File: config.mk
export PLATFORM = sky130hd
export DESIGN_NAME = checker_phy_n
export DESIGN_NICKNAME = d
export VERILOG_FILES = /design/src/rtl/checker_phy_n.sv
export SDC_FILE = /design/constraint.sdc
export NUM_CORES = 1
export LEC_CHECK = 0
export ABC_AREA = 1
export CAP_MARGIN = 20
export CELL_PAD_IN_SITES_DETAIL_PLACEMENT = 1
export CELL_PAD_IN_SITES_GLOBAL_PLACEMENT = 1
export CORE_ASPECT_RATIO = 1.4
export CORE_MARGIN = 10
export CORE_UTILIZATION = 45
export DETAILED_ROUTE_END_ITERATION = 10
export PLACE_DENSITY_LB_ADDON = 0.1
export SETUP_SLACK_MARGIN = 0.5
export SLEW_MARGIN = 15
export SYNTH_ARGS = -nofsm -noshare
export SYNTH_HDL_FRONTEND = slang
export SYNTH_SLANG_ARGS = --single-unit
File: constraint.sdc
create_clock -name clk_8f -period 4.05 [get_ports clk_8f]
set_input_delay 0.6075 -clock clk_8f [delete_from_list [all_inputs] [get_ports clk_8f]]
set_output_delay 0.6075 -clock clk_8f [all_outputs]
set_load 0.01 [all_outputs]
File: src/rtl/checker_phy_n.sv
// Lane-by-lane comparator between a conductual and an estructural PHY model.
// Aligns the conductual stream by a programmable skew, counts mismatches and captures the first one.
module checker_phy_n #(
  parameter int  DATA_W   = 8,
  parameter int  LANES    = 2,
  parameter int  MAX_SKEW = 7,
  parameter int  CNT_W    = 16,
  localparam int SKEW_W   = $clog2(MAX_SKEW + 1),
  localparam int LANE_W   = (LANES > 1) ? $clog2(LANES) : 1,
  localparam int BUS_W    = LANES * DATA_W
) (
  input  logic                   clk_8f,
  input  logic                   reset_L,
  input  logic                   enable,
  input  logic                   clear,
  input  logic [SKEW_W-1:0]      skew,
  input  logic [BUS_W-1:0]       data_c,
  input  logic [BUS_W-1:0]       data_e,
  output logic [LANES-1:0]       check_out,
  output logic [LANES-1:0]       err_sticky,
  output logic [LANES*CNT_W-1:0] err_count,
  output logic                   first_err_valid,
  output logic [LANE_W-1:0]      first_err_lane,
  output logic [DATA_W-1:0]      first_err_c,
  output logic [DATA_W-1:0]      first_err_e,
  output logic [1:0]             state
);

  typedef enum logic [1:0] {
    IDLE  = 2'd0,
    FILL  = 2'd1,
    CHECK = 2'd2
  } state_t;

  state_t            st;
  logic [BUS_W-1:0]  reg_c;
  logic [BUS_W-1:0]  reg_e;
  logic [BUS_W-1:0]  tap;
  logic [BUS_W-1:0]  dline [MAX_SKEW];
  logic [SKEW_W-1:0] eff_skew;
  logic [SKEW_W-1:0] skew_q;
  logic [SKEW_W-1:0] fill_cnt;
  logic [LANES-1:0]  mism;
  logic [LANES-1:0]  hit;
  logic              active;
  logic              skew_chg;
  logic [LANE_W-1:0] cap_lane;
  logic [DATA_W-1:0] cap_c;
  logic [DATA_W-1:0] cap_e;

  // Out-of-range skew codes only exist when the port has spare encodings.
  if (((1 << SKEW_W) - 1) > MAX_SKEW) begin : g_clamp
    assign eff_skew = (skew > SKEW_W'(MAX_SKEW)) ? SKEW_W'(MAX_SKEW) : skew;
  end else begin : g_noclamp
    assign eff_skew = skew;
  end

  assign skew_chg = (eff_skew != skew_q);
  assign state    = st;

  // Input capture and alignment delay line; runs in every state so history is
  // already valid when checking starts.
  always_ff @(posedge clk_8f or negedge reset_L) begin
    if (!reset_L) begin
      reg_c <= '0;
      reg_e <= '0;
      // NOTE: the delay line is reset on purpose: a reset must discard all
      // history, so each stage is cleared rather than left as free-running storage.
      for (int j = 0; j < MAX_SKEW; j++) dline[j] <= '0;
    end else begin
      reg_c    <= data_c;
      reg_e    <= data_e;
      dline[0] <= reg_c;
      for (int j = 1; j < MAX_SKEW; j++) dline[j] <= dline[j-1];
    end
  end

  always_comb begin
    // NOTE: default assignment first so every path drives tap and no latch is inferred.
    tap = reg_c;
    for (int j = 0; j < MAX_SKEW; j++) begin
      if (int'(eff_skew) == j + 1) tap = dline[j];
    end
  end

  // Per-lane compare and lowest-index mismatch selection.
  always_comb begin
    mism     = '0;
    cap_lane = '0;
    cap_c    = '0;
    cap_e    = '0;
    for (int i = 0; i < LANES; i++) begin
      mism[i] = (tap[i*DATA_W +: DATA_W] != reg_e[i*DATA_W +: DATA_W]);
    end
    for (int i = LANES - 1; i >= 0; i--) begin
      if (mism[i]) begin
        cap_lane = LANE_W'(i);
        cap_c    = tap[i*DATA_W +: DATA_W];
        cap_e    = reg_e[i*DATA_W +: DATA_W];
      end
    end
  end

  // A skew change or enable drop on this edge leaves CHECK, so nothing is scored.
  assign active = (st == CHECK) && enable && !skew_chg;
  assign hit    = active ? mism : '0;

  always_ff @(posedge clk_8f or negedge reset_L) begin
    if (!reset_L) begin
      st       <= IDLE;
      fill_cnt <= '0;
      skew_q   <= '0;
    end else begin
      // NOTE: sequential state uses non-blocking assignments so every register
      // samples pre-edge values regardless of statement order.
      skew_q <= eff_skew;
      if (!enable) begin
        st <= IDLE;
      end else begin
        case (st)
          IDLE: begin
            st       <= FILL;
            fill_cnt <= '0;
          end
          FILL: begin
            if (skew_chg) begin
              fill_cnt <= '0;
            end else if (fill_cnt == eff_skew) begin
              st <= CHECK;
            end else begin
              fill_cnt <= fill_cnt + 1'b1;
            end
          end
          CHECK: begin
            if (skew_chg) begin
              st       <= FILL;
              fill_cnt <= '0;
            end
          end
          default: st <= IDLE;
        endcase
      end
    end
  end

  always_ff @(posedge clk_8f or negedge reset_L) begin
    if (!reset_L) begin
      check_out       <= '1;
      err_sticky      <= '0;
      err_count       <= '0;
      first_err_valid <= 1'b0;
      first_err_lane  <= '0;
      first_err_c     <= '0;
      first_err_e     <= '0;
    end else begin
      check_out <= ~hit;
      if (clear) begin
        err_sticky      <= '0;
        err_count       <= '0;
        first_err_valid <= 1'b0;
        first_err_lane  <= '0;
        first_err_c     <= '0;
        first_err_e     <= '0;
      end else begin
        err_sticky <= err_sticky | hit;
        for (int i = 0; i < LANES; i++) begin
          if (hit[i] && (err_count[i*CNT_W +: CNT_W] != {CNT_W{1'b1}})) begin
            err_count[i*CNT_W +: CNT_W] <= err_count[i*CNT_W +: CNT_W] + 1'b1;
          end
        end
        if (!first_err_valid && (|hit)) begin
          first_err_valid <= 1'b1;
          first_err_lane  <= cap_lane;
          first_err_c     <= cap_c;
          first_err_e     <= cap_e;
        end
      end
    end
  end

endmodule

# Word level (Yosys, flattened, before mapping)
# Cells that the tools add are included.
# W data, S select, Z words.
# totals
input_bits,39
out_inout_bits,56
word_cells,95
register_bits,206
# classes
eq_ne,20
mux,35
bitwise,2
reduce_logical,15
addsub,3
# op_table
cell,count
$mux W16,9
$mux W8,8
$add A16 B1 Y16 const B,2
$mux W32,1
$ne A16 B16 Y1 const B,2
$ne A8 B8 Y1,2
$eq A3 B3 Y1 const B,4
$mux W2,6
$ne A3 B3 Y1 const B,4
$mux W3,3
$pmux W3 S3,1
$eq A3 B2 Y1 const B,2
$mux W1,6
$pmux W2 S3,1
$reduce_bool A2 Y1,3
$logic_and A1 B1 Y1,5
$reduce_and A4 Y1,1
$add A3 B1 Y3 const B,1
$eq A3 B1 Y1 const B,1
$eq A3 B3 Y1,1
$ne A3 B3 Y1,1
$reduce_and A3 Y1,1
$reduce_bool A3 Y1,1
$eq A2 B1 Y1 const B,1
7 further kinds,8

# Logic depth before layout (Yosys ltp)
# Gate-level depths: netlist of run 1.
# depth
depth_word,14
mapped_depth,25
mapped_depth_nobuf,24

# Worst setup path before layout of run 1
# Ideal clock, no wire load.
# synth_timing
path_kind,input to register
from,in skew[0]
to,reg err_count[10]
stages,11
required_time_ps,3933
path_buffers,3
setup_time_ps,117
slack_ps,1303
t_arrival_ps,2630
path_cell_list,buf_4 -> buf_1 -> xnor2_1 -> nand3_1 -> nor3_1 -> nand2_2 -> inv_4 -> nand2_4 -> buf_4 -> nand3_1 -> nand2_1
# synth_via
elab_chain_cells,12
elab_cells_between_ends,21
cone_classes,eq/ne: 9; mux: 8; reduce/logical: 4
# synth_rtl
item,line,rtl
from (decl),16,"input logic [SKEW_W-1:0] skew,"
$eq A3 B2 Y1,82,if (int'(eff_skew) == j + 1) tap = dline[j];
$mux W16 (7 in a row),82,
$ne A8 B8 Y1,93,mism[i] = (tap[i*DATA_W +: DATA_W] != reg_e[i*DATA_W +: DATA_W]);
$mux W2 (*),106,assign hit = active ? mism : '0;
$logic_and A1 B1 Y1 (*),167,if (hit[i] && (err_count[i*CNT_W +: CNT_W] != {CNT_W{1'b1}})) begin
$reduce_bool A2 Y1 (no line) (*),--,
"to (signal, indexed assignment)",168,err_count[i*CNT_W +: CNT_W] <= err_count[i*CNT_W +: CNT_W] + 1'b1;
to (decl),21,"output logic [LANES*CNT_W-1:0] err_count,"
# Every way passes the cells marked *; elsewhere a longest branch is shown, timed or not.
# A chain may end at the register's enable or synchronous reset.

# Worst setup path after layout of run 1
# layout_timing
from,in skew[2]
to,reg err_count[12]
# The elaborated chain is that of the path after synthesis.

==> flow_summary.json, run 1 <==
{
  "finish.net_count": 1197,
  "post_synth_num_cell_types": 38,
  "number_of_max_cap_violations": 0,
  "maximum_number_of_pins_on_one_net_before_global_route_repair": 88,
  "mean_instance_size_in_the_synthesized_netlist_um2": 8.75,
  "power.static_leakage_nw": 5.45,
  "floorplan.core_area_um2": 20000,
  "setup_slack_ns": 0.823,
  "slew_headroom_pct": 52.8,
  "core.rowCount": 61,
  "die-width_um": 141,
  "cts-buffers-inserted": 22,
  "globalRouteTotalUtil_pct": 17.8,
  "setup.worst_path.end": "err_count[12]",
  "number_of_antenna_violating_nets_in_the_routed_design": 0,
  "average_routed_wire_per_standard_cell_um": 16.7,
  "floorplan.io_pins": 95,
  "power_density_nw_per_um2": 418,
  "final.min_clock_period_ns": 3.23,
  "worst-path-stages": 23,
  "die_h_um": 189,
  "floorplan.initialDensity_pct": 46.1,
  "insertedDiodeCount": 0,
  "drtIter0Drc": 260,
  "skew_ns": 0.0111,
  "overflow": 0,
  "worstHoldPathType": "primary input to async pin",
  "critPathCaptureType": "register",
  "timing.setup.tns_ns": 0,
  "path_common_cell": "nand2_1",
  "place_area_um2": 10400,
  "arrival_ns": 3.62,
  "die_area_um2": 26700,
  "final-setup-viol-count": 0,
  "cp_slowest_cell": "clkdlybuf4s50_1",
  "run_status": "complete, no violations",
  "netlist_area_pre_place_um2": 9230,
  "yosys_warnings": 0,
  "antenna_found_initial": 0,
  "port-buffer-count": 94,
  "final_cell_area_um2": 11200,
  "clk_transition_reported_paths_ns": 0.06,
  "worst-slew-pin-transition_ns": 0.708,
  "dr_total_vias": 7243,
  "critPathLaunchType": "primary input",
  "r2r-start": "err_count[0]",
  "timing.critical_path.cells": "clkdlybuf4s50_1, inv_6, nand3_4, buf_4, nor2_1, nor2_1, nand2_1, nand3_1, nand2_1, nand2_1, nand2_1, nand2_2, nand2_1, nand2_1, nand2_1, nor2_2, nand2_4, nand2_2, inv_4, nand2_4, nand2_2, nand2_1, nand2_1",
  "firstDrtPassIters": 4,
  "grt_setup_unrepaired": "false",
  "cts_root_buf": "clkbuf_16",
  "synth.net_count": 1096,
  "cts_buffer_depth": 3,
  "drt_drc_violations_left": 0,
  "synth_sequential_area_ratio_pct": 55.9,
  "ff2ff_path_depth": 10,
  "clkLatencyLatePin_ns": 0.50,
  "area_delta_synth_final_pct": 20.9,
  "final_wl_um": 23700,
  "cp_max_fo": 21,
  "fillCellCount": 2344,
  "tritoncts_num_sinks": 206,
  "gate_family_responsible_for_the_most_delay_along_the_worst_path": "simple AND/OR/NAND/NOR gates",
  "ir_drop_mv": 0.311,
  "maximum_clock_frequency_mhz": 310,
  "hold_violations": 0,
  "dp_hpwl_um": 17200,
  "clock_tree_from_tritoncts": "done",
  "cts_max_level": 1,
  "gp_congestion": 0.850,
  "fin_crit_sh_pct": 79.7,
  "via_per_inst": 5.09,
  "path_class": "primary input to register",
  "synth.ff_latch_count": 206,
  "vias_in_the_first_global_route": 7966,
  "setup.reg_to_reg.worst_slack_ns": 1.52,
  "grt_first_pass_wirelength_um": 39800,
  "holdBufCountCts": 0,
  "final_max_slew_viol_count": 0,
  "crit-reg2reg-capture": "err_count[12]",
  "share_of_final_layout_standard_cells_stronger_than_drive_strength_1_pct": 9.14,
  "post_synth_inst_count": 1054,
  "data_required_time_at_the_worst_endpoint_ns": 4.44,
  "max_stage_delay_ns": 0.57,
  "setup.worst_path.start": "skew[2]",
  "pre_cts_ws_ns": 0.0932,
  "worstPathBufferInverterCount": 4
}
-- how the worst min path moves through the flow --
stage / startpoint / end / slack (ns) / depth (start not counted)
after floorplan: reset_L / dline[0] / 0.31 / 0
after global placement: dline[98] / dline[82] / 0.35 / 0
after detailed placement: dline[37] / dline[21] / 0.36 / 0
after CTS: reset_L / err_count[25] / 0.17 / 1
after global routing: reset_L / err_count[21] / 0.19 / 1
final: reset_L / err_count[21] / 0.15 / 1
-- cells in the final DEF (no fill, tap or decap), drive strengths merged, types with 3 or more instances in the layout --
master / instances
nand2: 358
dfrtp: 204
nand3: 113
nor2: 111
clkdlybuf4s50: 91
inv: 85
clkbuf: 39
nand4: 26
o21ai: 25
xor2: 24
buf: 20
a21oi: 14
nor3: 14
or2: 10
xnor2: 8
nand3b: 7
o31ai: 7
nor4: 3
ha: 3
-- worst reg2reg max path: stages, from the launching register on --
cell and delay (ns):
dfrtp_1 0.46, ha_1 0.26, nand3_1 0.17, nor3_1 0.35, nand2_1 0.09, nor2_1 0.11
nand4_1 0.29, nand2_4 0.31, nand2_2 0.21, nand2_1 0.12, nand2_1 0.05
-- registers in the layout, indices dropped and copies added, names as in the netlist --
signal and flops:
skew_q 3, dline 112, state 2, err_sticky 2
fill_cnt 3, first_err_lane 1, first_err_e 8, first_err_c 8
err_count 32, check_out 2, reg_c 16, reg_e 16
first_err_valid 1
-- area by class of cell --
cell class	count	area, um2	share of cell area (%)
tap	252	315	2.83
inverter	85	332	2.97
clock buffer	38	672	6.02
sequential	206	5160	46.2
timing repair buffer	114	1150	10.3
multi-input combinational	726	3510	31.5
clock inverter	2	13.8	0.123
-- where the power goes --
| part | internal [mW] | switching (mW) |
|---|---|---|
| logic | 0.201 | 0.320 |
| clock network | 1.12 | 0.794 |
| registers | 2.16 | 0.0635 |
| total | 3.48 | 1.18 |
-- what timing repair did --
item	in CTS	in global routing
setup endpoints to repair	0	36
gates resized for setup	0	3
setup buffers	0	4
-- cell families (layout without fill, tap and decap cells) --
family | after synthesis | count (layout) | synth area share, %
and+or+nand+nor | 643 | 643 | 31.8
DFF | 206 | 206 | 55.9
buffers and inverters | 122 | 239 | 6.01
AOI/OAI and AO/OA | 48 | 48 | 2.85
xor gates and xnor gates | 32 | 32 | 3.04
adders and majority gates | 3 | 3 | 0.407
-- per-stage QoR --
stage / hold WS, ns / total power [mW] / cells / util (%)
after global routing: 0.194 / 4.90 / 1423 / 55.8
after detailed placement: 0.356 / 2.78 / 1379 / 52.1
after CTS: 0.170 / 4.73 / 1419 / 55.5
after floorplan: 0.312 / 2.54 / 1054 / -
after global placement: 0.348 / 2.76 / 1379 / 52.1
final: 0.155 / 4.66 / 1423 / 55.8
-- Yosys cell counts (all sizes together) --
cell type,number,area (um2)
nor3,14,81.3
nor2,111,492
nand4,26,163
nor3b,1,7.51
o21ai,25,125
or2,10,62.6
nor4,3,18.8
o211ai,2,15.0
inv,85,329
nand3b,7,52.6
dfstp,2,52.6
buf,26,184
clkbuf,11,41.3
o31ai,7,52.6
nand2,358,1450
nand3,113,603
xnor2,8,70.1
xor2,24,210
dfrtp,204,5100
ha,3,37.5
a21oi,14,70.1
-- layer usage --
layer  vias up  routed length (um)  global-route usage (%)
li1       3542                   -                       -
met1      3550                9360                    19.7
met2       118               12800                    33.4
met3        33                 976                    3.21
met4         0                 533                    5.45
met5         -                   0                       0
Note: power is estimated with default switching activity, not from simulation.
==> run 2, diff against run 1 <==
--- a/config.mk
+++ b/config.mk
@@ -11,7 +11,7 @@
 export CELL_PAD_IN_SITES_GLOBAL_PLACEMENT = 1
 export CORE_ASPECT_RATIO = 1.4
 export CORE_MARGIN = 10
-export CORE_UTILIZATION = 45
+export CORE_UTILIZATION = 43
 export DETAILED_ROUTE_END_ITERATION = 10
 export PLACE_DENSITY_LB_ADDON = 0.1
 export SETUP_SLACK_MARGIN = 0.5
==> constraint.sdc (replaced) <==
create_clock -name clk_8f -period 3.28 [get_ports clk_8f]
set_input_delay 0.492 -clock clk_8f [delete_from_list [all_inputs] [get_ports clk_8f]]
set_output_delay 0.492 -clock clk_8f [all_outputs]
set_load 0.01 [all_outputs]
==> run 2 against run 1 <==
Net effect:
- power grew 28%
- core utilization shrank 0.87 points
- largest power group unchanged
- sequential power grew 24%
- sequential share of layout area shrank 1.8 points
- critical endpoint is now first_err_e[4]
- register-to-register slack lost 0.63 ns
- global-route usage is essentially flat
==> flow_summary.json, run 2 (synthesis gave the netlist of run 1 again) <==
{
  "final_cell_area_um2": 11600,
  "hold_violations": 0,
  "average_routed_wire_per_standard_cell_um": 16.8,
  "power_report.internal_total_mw": 4.48,
  "number_of_antenna_violating_nets_in_the_routed_design": 0,
  "die_area_um2": 27800,
  "critPathLaunchType": "primary input",
  "die_h_um": 193,
  "floorplan.io_pins": 95,
  "final.min_clock_period_ns": 2.52,
  "fraction_of_power_consumed_by_sequential_logic_pct": 46.0,
  "via_per_inst": 5.07,
  "grt_first_pass_wirelength_um": 40900,
  "worstHoldPathType": "register to register",
  "gp_congestion": 0.842,
  "clk_transition_reported_paths_ns": 0.06,
  "fillCellCount": 2434,
  "regArea_um2": 5160,
  "antenna_found_initial": 0,
  "floorplan.core_area_um2": 21100,
  "dp_hpwl_um": 17900,
  "power_density_nw_per_um2": 515,
  "final_wl_um": 24500,
  "final-setup-viol-count": 0,
  "number_of_max_cap_violations": 0,
  "port-buffer-count": 94,
  "run_status": "complete, no violations",
  "max_flop_register": "dline",
  "largest_reg_flops": 112,
  "switching_power_mw": 1.49,
  "maximum_number_of_pins_on_one_net_before_global_route_repair": 67,
  "grt_setup_unrepaired": "false",
  "placed_cells_incl_taps": 1412,
  "skew_ns": 0.0138,
  "area_delta_synth_final_pct": 25.7,
  "final-instance-count-excl-fill": 1459,
  "power_mw": 5.98,
  "cts-buffers-inserted": 22,
  "drtIter0Drc": 238,
  "clkLatencyLatePin_ns": 0.51,
  "fin_crit_sh_pct": 76.9,
  "sw_frac_of_total_pct": 25.0,
  "tritoncts_num_sinks": 206,
  "finish.net_count": 1226,
  "die-width_um": 144,
  "globalRouteTotalUtil_pct": 17.8,
  "clock_tree_from_tritoncts": "done",
  "maximum_clock_frequency_mhz": 397,
  "cts_max_level": 1,
  "drt_drc_violations_left": 0,
  "data_required_time_at_the_worst_endpoint_ns": 3.67,
  "biggestRegsByFlops": "dline x112, err_count x32",
  "worst-slew-pin-transition_ns": 0.878,
  "multi_input_comb_area_um2": 3560,
  "slew_headroom_pct": 41.4,
  "layout.cells.most_common": "nand2_1",
  "core.rowCount": 63,
  "firstDrtPassIters": 4,
  "final_max_slew_viol_count": 0,
  "power.static_leakage_nw": 5.66,
  "cts_buffer_depth": 3,
  "critPathCaptureType": "register",
  "path_class": "primary input to register",
  "floorplan.initialDensity_pct": 43.7,
  "cp_max_fo": 8,
  "overflow": 0,
  "place_area_um2": 10700,
  "insertedDiodeCount": 0,
  "power_frac_clock_pct": 42.4,
  "share_of_final_layout_standard_cells_stronger_than_drive_strength_1_pct": 12.3,
  "arrival_ns": 2.91,
  "dr_total_vias": 7400,
  "cts_root_buf": "clkbuf_16",
  "highest_count_cells_in_the_layout_ignoring_fill_and_taps": "329 x nand2_1, 204 x dfrtp_1, 109 x nand3_1",
  "vias_in_the_first_global_route": 8011,
  "share_comb_of_total_power_pct": 11.6,
  "ir_drop_mv": 0.423
}
-- run 2: repair_timing --
action | CTS | global route
pin swaps | 1 | 7
gates cloned | 0 | 2
resized for setup | 10 | 11
buffers inserted | 2 | 3
setup endpoints to repair | 37 | 51
hold buffers | 1 | 0
hold endpoints to repair | 55 | 0
-- run 2: worst max-delay path, cell delays in order --
cell and delay [ns]:
dlygate4sd2_1 0.28, buf_6 0.16, inv_4 0.08, nand3_4 0.13
buf_6 0.17, nand2_1 0.05, nand3_1 0.10, nand2_1 0.07
nand2_1 0.06, nand2_1 0.06, nand2_1 0.05, nand2_1 0.08
nand2_1 0.08, nand2_1 0.06, nand2_1 0.06, inv_1 0.06
nand2_1 0.05, nor2_2 0.14, nand2_4 0.10, nand2_4 0.11
nand2_4 0.08, nand2_8 0.09, nand2_4 0.11, nand2_2 0.12
nand2_1 0.05
-- run 2: metal layers --
layer / routed length, um / global-route usage, %
met2: 13500 / 33.1
met3: 929 / 2.62
met1: 9570 / 20.7
met4: 442 / 4.27
met5: 0 / 0
-- run 2: cell type report --
| type | instances | area share (%) |
|---|---|---|
| repair inverters | 1 | 0.0431 |
| clock inverters | 6 | 0.755 |
| clock buffers | 33 | 5.63 |
| well taps | 260 | 2.80 |
| flip-flops and latches | 206 | 44.5 |
| repair buffers | 141 | 12.7 |
| multi-input cells | 727 | 30.7 |
| inverters | 85 | 2.88 |
-- run 2: path summary, 6_finish.rpt --
path | end | slack [ns] | start | depth (start not counted)
max in group asynchronous | dline[7] | 1.98 | reset_L | 3
min in group asynchronous | err_count[25] | 0.53 | reset_L | 2
worst min register to register | dline[6] | 0.37 | dline[22] | 0
worst max-delay path | first_err_e[4] | 0.76 | skew[1] | 25
worst min-delay path | dline[6] | 0.37 | dline[22] | 0
worst max register to register | err_count[7] | 0.89 | err_count[0] | 10
-- run 2: power groups by stage --
| stage | clock network, mW | logic (mW) | registers, mW |
|---|---|---|---|
| finish | 2.53 | 0.694 | 2.75 |
| detailed placement | 0 | 0.691 | 2.79 |
| floorplan | 0 | 0.359 | 2.78 |
| global placement | 0 | 0.669 | 2.78 |
| CTS | 2.61 | 0.703 | 2.75 |
| global route | 2.72 | 0.785 | 2.76 |
-- run 2: stage by stage --
| stage | TNS [ns] | util (%) | worst slack (ns) | hold slack, ns |
|---|---|---|---|---|
| final | 0 | 54.9 | 0.759 | 0.367 |
| after global routing | 0 | 54.9 | 0.513 | 0.379 |
| after CTS | 0 | 54.6 | 0.512 | 0.368 |
| after detailed placement | -2.44 | 50.8 | -0.110 | 0.354 |
| after global placement | -0.354 | 50.8 | -0.0408 | 0.350 |
| after floorplan | 0 | - | 0.649 | 0.196 |
